[src/rtl/gearbox_pkg.sv]
// Shared definitions for the gearbox transmit path: default sync header
// width, the sync header codes and the sequencing FSM state type.
package gearbox_pkg;

  // Default sync header width in bits.
  localparam int HEAD_W_DEF = 2;

  // Sync header codes carried ahead of each block.
  localparam logic [1:0] SYNC_DATA = 2'b01;
  localparam logic [1:0] SYNC_CTRL = 2'b10;

  // Transmit sequencing FSM.
  typedef enum logic [1:0] {
    ST_IDLE = 2'd0,
    ST_RUN  = 2'd1,
    ST_FULL = 2'd2
  } gb_state_t;

endpackage

[src/rtl/gearbox_tx_ctrl.sv]
// Gearbox transmit controller. It sequences the beats of each block
// (beat_o), counts completed blocks (seq_o) and, once the gearbox has
// accumulated a full sequence of headers, spends one cycle draining its
// buffer (full_v_o) while the upstream is stalled. The outputs drive the
// gearbox_tx seq_i input and the upstream stall (ready_o).
//
// Per-sequence timeline from RUN entry:
//   seq 0 .. SEQ_FULL-1 : ready_o=1, one beat accepted per cycle
//   seq == SEQ_FULL     : ready_o=0, full_v_o=1 (drain cycle, still in RUN)
//   ST_FULL             : one settling cycle, seq and beat held at 0
// after which sequencing resumes at seq 0, beat 0.
module gearbox_tx_ctrl
  import gearbox_pkg::*;
#(
  parameter  int BLOCK_DATA_W = 64,
  parameter  int DATA_W       = 64,
  parameter  int HEAD_W       = HEAD_W_DEF,
  localparam int SEQ_FULL     = DATA_W / HEAD_W,
  localparam int SEQ_W        = $clog2(SEQ_FULL + 1),
  localparam int CNT_N        = BLOCK_DATA_W / DATA_W,
  localparam int CNT_W        = (CNT_N > 1) ? $clog2(CNT_N) : 1
) (
  input  logic             clk,
  input  logic             reset,
  input  logic             en_i,
  input  logic             valid_i,
  output logic             ready_o,
  output logic [SEQ_W-1:0] seq_o,
  output logic [CNT_W-1:0] beat_o,
  output logic             head_v_o,
  output logic             full_v_o,
  output logic             underrun_o
);

  // Terminal counts, sized to the counter registers.
  localparam logic [SEQ_W-1:0] SEQ_MAX   = SEQ_W'(SEQ_FULL);
  localparam logic [CNT_W-1:0] BEAT_LAST = CNT_W'(CNT_N - 1);

  gb_state_t        state_q, state_d;
  logic [SEQ_W-1:0] seq_q, seq_d;
  logic [CNT_W-1:0] beat_q, beat_d;
  logic             underrun_q, underrun_d;

  logic             full_v;
  logic             ready;
  logic             last_beat;

  // Output decode: a single level of logic on registered state only, so
  // valid_i never reaches ready_o combinationally.
  always_comb begin
    full_v    = (seq_q == SEQ_MAX);
    ready     = (state_q == ST_RUN) && !full_v;
    // With one beat per block BEAT_LAST is 0, so every cycle closes a block
    // and beat stays at 0 while seq advances each cycle.
    last_beat = (beat_q == BEAT_LAST);
  end

  // Next-state, counter and sticky-flag update.
  always_comb begin
    state_d    = state_q;
    seq_d      = seq_q;
    beat_d     = beat_q;
    underrun_d = underrun_q | (ready & ~valid_i);

    unique case (state_q)
      ST_IDLE: begin
        seq_d  = '0;
        beat_d = '0;
        if (en_i) begin
          state_d = ST_RUN;
        end
      end

      ST_RUN: begin
        if (full_v) begin
          // Drain cycle: no beat accepted, counters restart after FULL.
          state_d = ST_FULL;
          seq_d   = '0;
          beat_d  = '0;
        end else if (last_beat) begin
          // Block boundary: the only point where en_i=0 takes effect.
          beat_d = '0;
          if (!en_i) begin
            state_d = ST_IDLE;
            seq_d   = '0;
          end else begin
            seq_d = seq_q + SEQ_W'(1);
          end
        end else begin
          beat_d = beat_q + CNT_W'(1);
        end
      end

      ST_FULL: begin
        seq_d   = '0;
        beat_d  = '0;
        state_d = en_i ? ST_RUN : ST_IDLE;
      end

      default: begin
        state_d = ST_IDLE;
        seq_d   = '0;
        beat_d  = '0;
      end
    endcase
  end

  // State and counter registers with asynchronous reset.
  always_ff @(posedge clk or posedge reset) begin
    if (reset) begin
      state_q    <= ST_IDLE;
      seq_q      <= '0;
      beat_q     <= '0;
      underrun_q <= 1'b0;
    end else begin
      state_q    <= state_d;
      seq_q      <= seq_d;
      beat_q     <= beat_d;
      underrun_q <= underrun_d;
    end
  end

  // Output drive.
  always_comb begin
    ready_o    = ready;
    seq_o      = seq_q;
    beat_o     = beat_q;
    head_v_o   = ready & (beat_q == '0);
    full_v_o   = full_v;
    underrun_o = underrun_q;
  end

endmodule

[config.mk]
export PLATFORM = sky130hd
export DESIGN_NAME = gearbox_tx_ctrl
export DESIGN_NICKNAME = d
export VERILOG_FILES = /design/src/rtl/gearbox_pkg.sv /design/src/rtl/gearbox_tx_ctrl.sv
export SDC_FILE = /design/constraint.sdc
export NUM_CORES = 1
export LEC_CHECK = 0
export CAP_MARGIN = 15
export CORE_AREA = 2 2 39 41
export CTS_CLUSTER_DIAMETER = 40
export CTS_CLUSTER_SIZE = 8
export DETAILED_ROUTE_END_ITERATION = 6
export DIE_AREA = 0 0 41 43
export PLACE_DENSITY_LB_ADDON = 0.05
export SYNTH_ARGS = -nofsm -noshare
export SYNTH_HDL_FRONTEND = slang
export SYNTH_SLANG_ARGS = --single-unit
[constraint.sdc]
create_clock -name clk -period 1.5 [get_ports clk]
set_input_delay 0.225 -clock clk [delete_from_list [all_inputs] [get_ports clk]]
set_output_delay 0.225 -clock clk [all_outputs]
set_load 0.02 [all_outputs]
==> results.yml <==
cts:
  root_buffer: "clkbuf_4"
  cts-buffers-inserted: 3
  clk_pin_slew_ps: 60
  htree_levels: 1
  ctsHoldBuffers: 0
  cts.path.max_buffers: 2
  cts_tree: "built"
  clk_latency_ps: 260
  cts_num_sinks: 9
timing:
  timing.setup.tns_ps: -104.4
  fin_crit_sh: 1.026
  final.setup.worst_slack_ps: -39.20
  fmax_ghz: 0.6497
  rsz0062_at_grt: "true"
  hold_slack_ps: 234.5
  maxSlewViolCount: 0
  fin_crit_ps: 1539
  hold_viol: 0
  final.setup_skew_ps: 2.490
  setup-violations-final: 3
detailed_routing:
  drcViolationCount: 0
  vias: 379
  dr.pass1.iters: 4
  wl_mm: 1.024
  post_drt_wl_per_cell_microns: 12.19
  drtIter0Drc: 3
  ant_nets: 0
  vias_per_cell: 4.512
power_and_ir_drop:
  switching_share: 0.2450
  peakVddDrop_v: 0.0006046
  p_seq_frac: 0.496
  power.density_nw_per_um2: 673.1
  p_sw_w: 0.0001232
  leakagePower_nw: 0.3494
  intPower_w: 0.0003796
  power_frac_comb: 0.129
  clkPwrFrac: 0.375
global_route:
  grt_pass1_vias: 372
  grt_first_pass_wirelength_mm: 1.731
  grt_max_degree: 10
  grtUsageTotal: 0.1553
  antenna_found_initial: 0
  gr-total-overflow: 0
synthesis:
  syn_nets: 50
  synth_xor_area_frac: 0.05237
  synthCells: 44
  syn_area_sq_um: 501.7
  synth-seq-area-share: 0.4489
  ys_warn_count: 0
  synth_top_cell_by_area: "dfrtp_1"
  syn_avg_cell_area_sq_um: 11.40
  synth-seq-cells: 9
  synth_compound_area_frac: 0.1147
  yosysTopAreaCellShare: 0.4489
  synthAdderAreaFrac: 0.04988
  synth_area_leaders: "dfrtp_1 45%, nand4bb_4 5.5%, ha_1 5.0%"
  synth.area.mux_share: 0
  synthSimpleGateAreaFrac: 0.2444
  synth_top_family_by_area: "simple AND/OR/NAND/NOR gates"
  synthDistinctLibCells: 23
finish:
  final_common_cell: "buf_4"
  area_delta_synth_final_pct: 48.88
  layout_common_cells: "11 x buf_4, 6 x dlygate4sd2_1, 6 x dfrtp_1, 5 x nor2_1, 4 x clkdlybuf4s50_1"
  nets: 75
  final_area_sq_um: 747.0
  drive_gt1_frac: 0.4412
  diodes: 0
placement:
  post_dp_cell_area_sq_um: 720.7
  io_buffer_count: 13
  dp_hpwl_microns: 834.7
  place.gp.congestion: 0.6814
  pre_cts_ws_ps: -302.5
worst_setup_path:
  worstPathRequired_ps: 1270
  cp.arrival_ps: 1310
  crit_path_end_kind: "primary output"
  crit_type: "register to primary output"
  crit_fanout: 3
  start_kind: "register"
status:
  status: "finished, violations left"
  violations: "setup timing"
die:
  initial_core_util: 0.3626
  fp-row-count: 14
  die_area_sq_um: 1763
  fp.dieH_microns: 43
  core_area_sq_um: 1384
  ios: 15
  die_w_microns: 41
hold_path:
  hold_path.class: "input port to asynchronous set/reset pin"
job:
  cap_violations: 0
## metrics by stage
step | power, W | utilization | instances
2_1_floorplan | 0.0002932 | - | 44
3_3_place_gp | 0.0003162 | 0.5208 | 79
3_5_place_dp | 0.0003206 | 0.5208 | 79
4_1_cts | 0.0005157 | 0.5398 | 84
5_1_grt | 0.0005302 | 0.5398 | 84
6_report | 0.0005028 | 0.5398 | 84
## repair_timing
action                     4_1_cts  5_1_grt
pin swaps                        2        0
setup buffers                    1        0
setup endpoints to repair        9        3
gates resized for setup         23        0
## synthesized netlist by cell type
cell	instances
or3_1	1
nand4bb_4	1
dfrtp_1	9
xnor2_1	1
and3b_1	1
inv_1	5
xor2_1	2
nand3_2	1
a21boi_0	1
ha_1	2
o21ai_4	1
buf_4	3
nand2_8	1
nor3_1	1
conb_1	1
o21bai_1	1
nand2b_1	1
o21ai_0	1
o31ai_2	1
nand3_1	1
nor2_1	6
nor2_4	1
a21oi_2	1
## critical path, stage by stage (launching register included)
cell       delay (ps)
dfrtp_2           400
inv_2              70
ha_4              140
nand4bb_4         130
nor2_4            150
nor2_4             50
buf_6             120
## final timing paths
check                                      from                   end  slack [ps]  depth (start not counted)
max                          seq_o[0]$_DFF_PP0_              head_v_o         -40                          6
min in group clk           underrun_o$_DFF_PP0_  underrun_o$_DFF_PP0_         470                          2
min reg2reg                underrun_o$_DFF_PP0_  underrun_o$_DFF_PP0_         470                          2
max in group asynchronous                 reset    seq_o[1]$_DFF_PP0_         980                          2
min                                       reset    seq_o[2]$_DFF_PP0_         230                          2
max reg2reg                  seq_o[0]$_DFF_PP0_    seq_o[3]$_DFF_PP0_         150                          6
## power by group through the flow
stage               Sequential [W]  Combinational, W  Clock [W]
finish                    0.000249         0.0000648   0.000189
global route              0.000250         0.0000711   0.000209
CTS                       0.000250         0.0000662   0.000200
detailed placement        0.000254         0.0000665          0
global placement          0.000254         0.0000624          0
floorplan                 0.000259         0.0000344          0
## final cells by class
cell class | count | area, sq um
Inverter | 5 | 18.77
Clock buffer | 4 | 26.28
Tap cell | 16 | 20.02
Sequential cell | 9 | 229.0
Timing Repair Buffer | 23 | 197.7
Fill cell | 141 | 636.9
Multi-Input combinational cell | 27 | 255.2
## per-layer routing
metal | GRT usage | part of all wire | vias up
met2 | 0.2531 | 0.59 | 10
met4 | 0.1000 | 0.012 | 0
met3 | 0.04712 | 0.047 | 2
li1 | - | - | 185
met5 | 0 | 0 | -
met1 | 0.1600 | 0.35 | 182
## logic make-up after synthesis
| logic type | Yosys count |
|---|---|
| buffers and inverters | 8 |
| other | 1 |
| xor gates and xnor gates | 3 |
| adders and majority gates | 2 |
| and+or+nand+nor | 15 |
| AOI/OAI and AO/OA | 6 |
| DFF | 9 |
## state kept, by name, summed over array words and instances, names as in the netlist
name        flops
seq_o           6
underrun_o      1
state_q         2
Power figures use the tool's default switching activity.
